==> src/rtl/mux9_rr_capture.sv <==
// ---------------------------------------------------------------------------
// mux9_rr_capture
//   Upstream controller and capture stage for a 9:1 x WIDTH data mux.
//   Grants one of nine requesting channels in round-robin order, drives the
//   external mux select, and captures the selected mux output into a
//   valid/ready output register. Each grant also produces a one-cycle
//   one-hot ack back to the channel whose word was captured.
//
// Ports
//   clk        in   1      rising-edge clock
//   reset      in   1      synchronous, active-high reset
//   req        in   9      level request per channel (bit k = channel k)
//   ack        out  9      one-hot 1-cycle pulse: channel k's word captured
//   sel        out  4      registered mux select (0..8 grant, IDLE_SEL idle)
//   mux_out    in   WIDTH  combinational output of the external 9:1 mux
//   out_data   out  WIDTH  captured word
//   out_chan   out  4      channel index of out_data
//   out_valid  out  1      out_data/out_chan valid
//   out_ready  in   1      consumer accepts when out_valid && out_ready
// ---------------------------------------------------------------------------
module mux9_rr_capture #(
  parameter int         WIDTH    = 16,
  parameter logic [3:0] IDLE_SEL = 4'hF
) (
  input  logic             clk,
  input  logic             reset,
  input  logic [8:0]       req,
  output logic [8:0]       ack,
  output logic [3:0]       sel,
  input  logic [WIDTH-1:0] mux_out,
  output logic [WIDTH-1:0] out_data,
  output logic [3:0]       out_chan,
  output logic             out_valid,
  input  logic             out_ready
);

  typedef enum logic [1:0] {
    IDLE    = 2'd0,
    CAPTURE = 2'd1,
    HOLD    = 2'd2
  } state_t;

  state_t     state_reg;
  logic [3:0] ptr_reg;     // channel with highest priority for the next grant

  // Candidate k is channel (ptr + k) mod 9, so candidate 0 has top priority.
  logic [3:0] cand_idx [9];
  logic [8:0] cand_req;
  logic [8:0] sel_onehot;

  generate
    for (genvar gi = 0; gi < 9; gi++) begin : g_cand
      logic [4:0] sum;
      assign sum           = {1'b0, ptr_reg} + 5'(gi);
      assign cand_idx[gi]  = (sum >= 5'd9) ? 4'(sum - 5'd9) : sum[3:0];
      assign cand_req[gi]  = req[cand_idx[gi]];
      assign sel_onehot[gi] = (sel == 4'(gi));
    end
  endgenerate

  // Scan from the lowest priority upwards so the highest-priority requester
  // is the last one written and therefore wins.
  logic [3:0] winner;
  always_comb begin
    winner = 4'd0;
    for (int k = 8; k >= 0; k--) begin
      if (cand_req[k]) begin
        winner = cand_idx[k];
      end
    end
  end

  logic [3:0] ptr_after_sel;
  assign ptr_after_sel = (sel == 4'd8) ? 4'd0 : sel + 4'd1;

  always_ff @(posedge clk) begin
    if (reset) begin
      state_reg <= IDLE;
      sel       <= IDLE_SEL;
      ptr_reg   <= 4'd0;
      ack       <= '0;
      out_valid <= 1'b0;
      out_data  <= '0;
      out_chan  <= 4'd0;
    end else begin
      ack <= '0;
      case (state_reg)
        IDLE: begin
          if (|req) begin
            sel       <= winner;
            state_reg <= CAPTURE;
          end
        end
        CAPTURE: begin
          // The word is taken even if the granted channel dropped its request.
          out_data  <= mux_out;
          out_chan  <= sel;
          out_valid <= 1'b1;
          ack       <= sel_onehot;
          ptr_reg   <= ptr_after_sel;
          state_reg <= HOLD;
        end
        HOLD: begin
          // sel stays on the granted channel until the consumer takes the word.
          if (out_valid && out_ready) begin
            out_valid <= 1'b0;
            sel       <= IDLE_SEL;
            state_reg <= IDLE;
          end
        end
        default: begin
          sel       <= IDLE_SEL;
          out_valid <= 1'b0;
          state_reg <= IDLE;
        end
      endcase
    end
  end

endmodule

==> config.mk <==
export PLATFORM = sky130hd
export DESIGN_NAME = mux9_rr_capture
export DESIGN_NICKNAME = d
export VERILOG_FILES = /design/src/rtl/mux9_rr_capture.sv
export SDC_FILE = /design/constraint.sdc
export NUM_CORES = 1
export LEC_CHECK = 0
export CAP_MARGIN = 10
export CORE_MARGIN = 1.5
export CORE_UTILIZATION = 35
export CTS_CLUSTER_DIAMETER = 80
export DETAILED_ROUTE_END_ITERATION = 6
export PLACE_DENSITY_LB_ADDON = 0.3
export SETUP_SLACK_MARGIN = 0.02
export SLEW_MARGIN = 20
export SYNTH_ARGS = -nofsm -noshare
export SYNTH_HDL_FRONTEND = slang
export SYNTH_SLANG_ARGS = --single-unit
==> constraint.sdc <==
create_clock -name clk -period 8 [get_ports clk]
set_clock_uncertainty 0.05 [all_clocks]
set_input_delay 1.6 -clock clk [delete_from_list [all_inputs] [get_ports clk]]
set_output_delay 1.6 -clock clk [all_outputs]
set_load 0.01 [all_outputs]
* Word level (Yosys, flattened, before mapping)
Cells that the tools add are included.
** Storage, ports and cells
- Flip-flop bits (word level) :: 40
- Input bits :: 28
- Logic and storage cells :: 110
- Output and inout bits :: 34
** Cells by class
- Reduce and logical (&&, ||, !) cells :: 8
- Magnitude comparators :: 18
- Multiplexer cells :: 45
- Equal/unequal tests :: 12
- Bitwise operators :: 2
- Add/sub/neg operators :: 18
** Operators with widths (count)
- 4-bit two-way mux :: 21
- 4-bit by 5-bit less-than comparator with 1-bit output, second input constant :: 9
- 5-bit by 4-bit >= comparator with 1-bit output, second input constant :: 8
- 1-bit binary-select mux with 4-bit select :: 9
- 4-bit subtractor, second input constant :: 9
- 4-bit by 3-bit adder with 5-bit output, second input constant :: 4
- 4-bit by 3-bit equality test with 1-bit output, second input constant :: 4
- 4-bit case mux with 3 select lines :: 1
- 4-bit by 2-bit adder with 5-bit output, second input constant :: 2
- 1-bit two-way mux :: 10
- 9-bit OR reduction :: 1
- 4-bit by 2-bit equality test with 1-bit output, second input constant :: 2
- 2-bit case mux with 3 select lines :: 1
- 4-bit by 1-bit adder with 5-bit output, second input constant :: 1
- 4-bit by 4-bit adder with 5-bit output, second input constant :: 1
- 4-bit by 1-bit adder with 4-bit output, second input constant :: 1
- 4-bit by 1-bit equality test with 1-bit output, second input constant :: 1
- 4-bit equality test, second input constant :: 1
- 4-bit >= comparator, second input constant :: 1
- 4-bit zero test :: 1
- 2-bit two-way mux :: 2
- 2-bit inequality test, second input constant :: 2
- 2-bit AND reduction :: 2
- 1-bit case mux with 3 select lines :: 1
- other kinds (7) :: 8

* Depth between registers and ports, before layout
- Word-level depth :: 16
- Depth in mapped cells :: 17

* Least setup slack after synthesis
No wires, ideal clock.
- Path kind :: register -> register
- Start point :: reg ptr_reg[2]
- End point :: reg sel[1]
- Buffers on the path :: 3
- Path slack :: 3.359 ns
- Cell stages (with the launch flop) :: 17
- Data arrival time :: 4.529 ns
- Data required time :: 7.888 ns
- Cells stage by stage :: dfxtp_1 buf_2 buf_1 buf_2 clkinv_1 ha_1 ha_1 and3_1 a211oi_1 xnor2_1 mux2_2 a211o_1 o22a_1 inv_1 mux2_2 a2111o_1 nand3_1
** Between the ends
- Cells in the longest elaborated chain, start to end :: 16
** RTL lines
- from (decl) :: RTL line 44 : logic [3:0] ptr_reg;
- from (signal assigned) :: RTL line 100 : ptr_reg <= ptr_after_sel;
- 4-bit by 4-bit adder with 5-bit output :: RTL line 54 : assign sum = {1'b0, ptr_reg} + 5'(gi);
- 4-bit subtractor / 5-bit by 4-bit >= comparator with 1-bit output (equally long branches) :: RTL line 55 : assign cand_idx[gi] = (sum >= 5'd9) ? 4'(sum - 5'd9) : sum[3:0];
- 4-bit two-way mux :: RTL line 55
- 1-bit binary-select mux with 4-bit select :: RTL line 56 : assign cand_req[gi] = req[cand_idx[gi]];
- 1-bit two-way mux (not written as such) :: RTL line 56
- 4-bit two-way mux (8 in a row) :: RTL line 67 : if (cand_req[k]) begin
- 4-bit two-way mux * :: RTL line 67
- 4-bit two-way mux * :: RTL line 89 : if (|req) begin
- 4-bit case mux with 3 select lines * :: RTL line 87 : case (state_reg)
- to (signal assigned) :: RTL line 90 : sel <= winner;
- to (decl) :: RTL line 29 : output logic [3:0] sel,
Mark *: on every way between the ends. The rest lies on a longest branch, timed or not. The select of a mux whose other input is x is not followed.
A chain may end at the register's enable or synchronous reset.

* Worst setup path after layout
- Start point :: reg ptr_reg[0]
- End point :: reg sel[3]
Same word-level chain as after synthesis.

==> flow_metrics.py <==
metrics = {
    "final_layout": {
        "n_fill_cell": 1370,
        "fin_area_sq_mm": 0.00573,
        "largest_reg_flops": 16,
        "top_regs": "out_data x16, ack x9",
        "layout_commonest_cell": "nand2_1",
        "diodes": 0,
        "synthToLayoutAreaGrowth_pct": 18.2,
        "layout_common_cells": "nand2_1, clkdlybuf4s50_1, nor2_1",
        "nets": 755,
        "final_layout_size_suffix_gt1_share_pct": 7.66,
        "top_register": "out_data",
    },
    "clocking": {
        "clk_pin_slew_ns": 0.06,
        "cts_sinks": 40,
        "cts_tree": "yes",
        "cts_buffers": 5,
        "cts_buffer_depth": 2,
        "ctsHoldBuffers": 0,
        "ctsHtreeMaxLevel": 2,
        "post_cts_buffers": 0,
        "cts_resized": 0,
        "clock_latency_ns": 0.28,
        "clk_root_buffer_cell": "clkbuf_16",
    },
    "sta": {
        "setup_viol": 0,
        "rsz0062_at_grt": "no",
        "min_period_over_period_pct": 64.3,
        "period_minus_slack_ns": 5.14,
        "clock.fmax_mhz": 194,
        "setup_slack_ns": 2.86,
        "hold_viol": 0,
        "setup_tns_ns": 0,
        "slew_viol_final": 0,
        "holdWs_ns": 0.401,
        "worst_pin_slew_ns": 1.01,
        "relSlewSlack_pct": 32.6,
    },
    "power_and_ir_drop": {
        "comb_power_share_pct": 72.0,
        "p_leak_nw": 2.17,
        "p_int_uw": 884,
        "switching_share_pct": 49.5,
        "power_frac_clock_pct": 13.5,
        "pwr-share-seq_pct": 14.5,
        "p_sw_uw": 867,
        "peakVddDrop_v": 0.000108,
        "p_per_area_mw_per_mm2": 306,
    },
    "detailed_routing": {
        "post_drt_via_cell_ratio": 6.19,
        "drt-total-wl_mm": 17.1,
        "wl_per_cell_um": 19.4,
        "postRouteAntennaNets": 0,
        "drc": 0,
        "drtPass1Iterations": 5,
        "num_vias": 5455,
        "initialDrtViolationCount": 463,
    },
    "place": {
        "gp_congestion": 1.01,
        "place_area_sq_mm": 0.00555,
        "dp_hpwl_mm": 12.2,
        "io_buffers": 61,
        "pre_cts_slack_ns": 3.05,
    },
    "worst_setup_path": {
        "crit_path_frequent_cell": "o21ai_0",
        "cp_max_fo": 23,
        "start_kind": "flop",
        "worst-path-buf-inv": 1,
        "path_delay_family": "compound AO/OA/AOI/OAI gates",
        "worst_setup_path_end_kind": "flop",
        "cp.arrival_ns": 5.30,
        "slowest_stage": "ha_1",
        "slowest_delay_ns": 0.84,
        "critPathKind": "flop to flop",
        "crit_required_ns": 8.16,
        "path_cells": "inv_1, ha_1, xor2_1, nand2b_1, a21boi_1, mux2i_1, a2111oi_0, o21ai_0, o21ai_0, a2111oi_0, o21ai_0, a21oi_1",
    },
    "logic_synthesis": {
        "ys_ff_latch": 40,
        "ys_async_sr_fraction_pct": 0,
        "synth_enable_flop_cells": 0,
        "syn_area_per_cell_sq_um": 7.17,
        "ys.flop_type": "dfxtp_1",
        "synth_top_area_share_pct": 16.5,
        "synth_cell_types": 85,
        "synth_area_leaders": "dfxtp_1, nand2_1, mux2i_1",
        "seq_area_frac_synth_pct": 16.5,
        "yosys_warnings": 0,
        "synth_nets": 727,
        "syn_area_sq_mm": 0.00485,
        "synthCells": 676,
        "yosysTopAreaCell": "dfxtp_1",
    },
    "hold_path": {
        "hp-class": "flop to flop",
    },
    "floorplan": {
        "initial_utilization_pct": 36.2,
        "core-area_sq_mm": 0.0134,
        "boundaryPins": 62,
        "die_y_um": 121,
        "num_rows": 42,
        "die_area_sq_mm": 0.0146,
        "die_w_um": 121,
    },
    "global_routing": {
        "grt_usage_pct": 22.9,
        "grt_pass1_vias": 5052,
        "antenna_found_initial": 1,
        "grt_max_degree": 55,
        "grt.overflow.total": 0,
        "grt_first_pass_wirelength_mm": 26.8,
    },
    "run_status": {
        "status": "completed",
    },
    "run": {
        "drv_cap": 0,
    },
}
==> layout make-up <==
cell class | count | area [sq um] | area share (%)
repair buffers | 69 | 671 | 11.7
multi-input cells | 565 | 3770 | 65.8
well taps | 176 | 220 | 3.84
clock buffers | 6 | 139 | 2.42
flip-flops and latches | 40 | 802 | 14.0
inverters | 23 | 86.3 | 1.51
clock inverters | 2 | 38.8 | 0.677
==> final timing paths <==
path | cells past startpoint | slack [ns] | endpoint | from
worst max register to register | 12 | 2.86 | sel[3] | ptr_reg[0]
worst max-delay path | 12 | 2.86 | sel[3] | ptr_reg[0]
worst min-delay path | 2 | 0.40 | out_data[15] | out_data[15]
worst min register to register | 2 | 0.40 | out_data[15] | out_data[15]
==> worst register-to-register path, cell delays in order, from the launching register on <==
cell and delay, ns:
dfxtp_2 0.31, inv_1 0.72, ha_1 0.85, xor2_1 0.39, nand2b_1 0.10, a21boi_1 0.73, mux2i_1 0.26, a2111oi_0 0.10
o21ai_0 0.47, o21ai_0 0.31, a2111oi_0 0.42, o21ai_0 0.19, a21oi_1 0.17
==> through the flow <==
step                util (%)  cells  total power [mW]
floorplan                  -    676              1.17
detailed placement      41.4    873              1.48
finish                  42.7    881              1.75
global route            42.7    881              1.86
global placement        41.4    873              1.47
CTS                     42.7    881              1.72
==> kinds of logic (layout without fill, tap and decap cells) <==
kind of cell    after synthesis  after routing  share of synthesized area, %
compound gates              211            211                          30.8
xor+xnor                     22             22                          4.13
fa+ha+maj                    23             23                          5.94
buf+inv                      71            100                          5.73
flops                        40             40                          16.5
mux                          41             41                          9.68
simple gates                268            268                          27.2
==> power by group through the flow <==
| stage | logic, mW | registers, mW | clock network, mW |
|---|---|---|---|
| detailed placement | 1.22 | 0.258 | 0 |
| finish | 1.26 | 0.254 | 0.236 |
| CTS | 1.23 | 0.253 | 0.240 |
| global placement | 1.21 | 0.257 | 0 |
| floorplan | 0.904 | 0.262 | 0 |
| global route | 1.35 | 0.259 | 0.250 |
==> synth_stat cells, types with 4 or more instances <==
cell type / instances
o221ai_1: 4
xnor2_1: 18
nor2b_1: 9
o21a_1: 7
nand3_1: 15
nand3b_1: 5
nand2_1: 99
a21oi_1: 55
dfxtp_1: 40
clkbuf_1: 34
mux2i_1: 30
a31oi_1: 9
o211ai_1: 5
nor3_1: 24
a211o_1: 5
buf_1: 5
inv_1: 21
o2111a_1: 5
nand2b_1: 15
mux2_2: 7
a21o_1: 5
a22oi_1: 6
a2111oi_0: 7
buf_2: 9
and2_1: 5
o21ai_0: 39
nor4_1: 7
nor2_1: 56
a211oi_1: 5
ha_1: 23
a21boi_0: 7
mux4_2: 4
nand4_1: 6
nor4bb_1: 4
==> layer usage <==
metal	track usage [%]	part of all wire [%]
met3	3.58	6.0
met1	29.2	43
met4	11.2	4.5
met5	0	0
met2	37.6	47
Note: power is estimated with default switching activity, not from simulation.
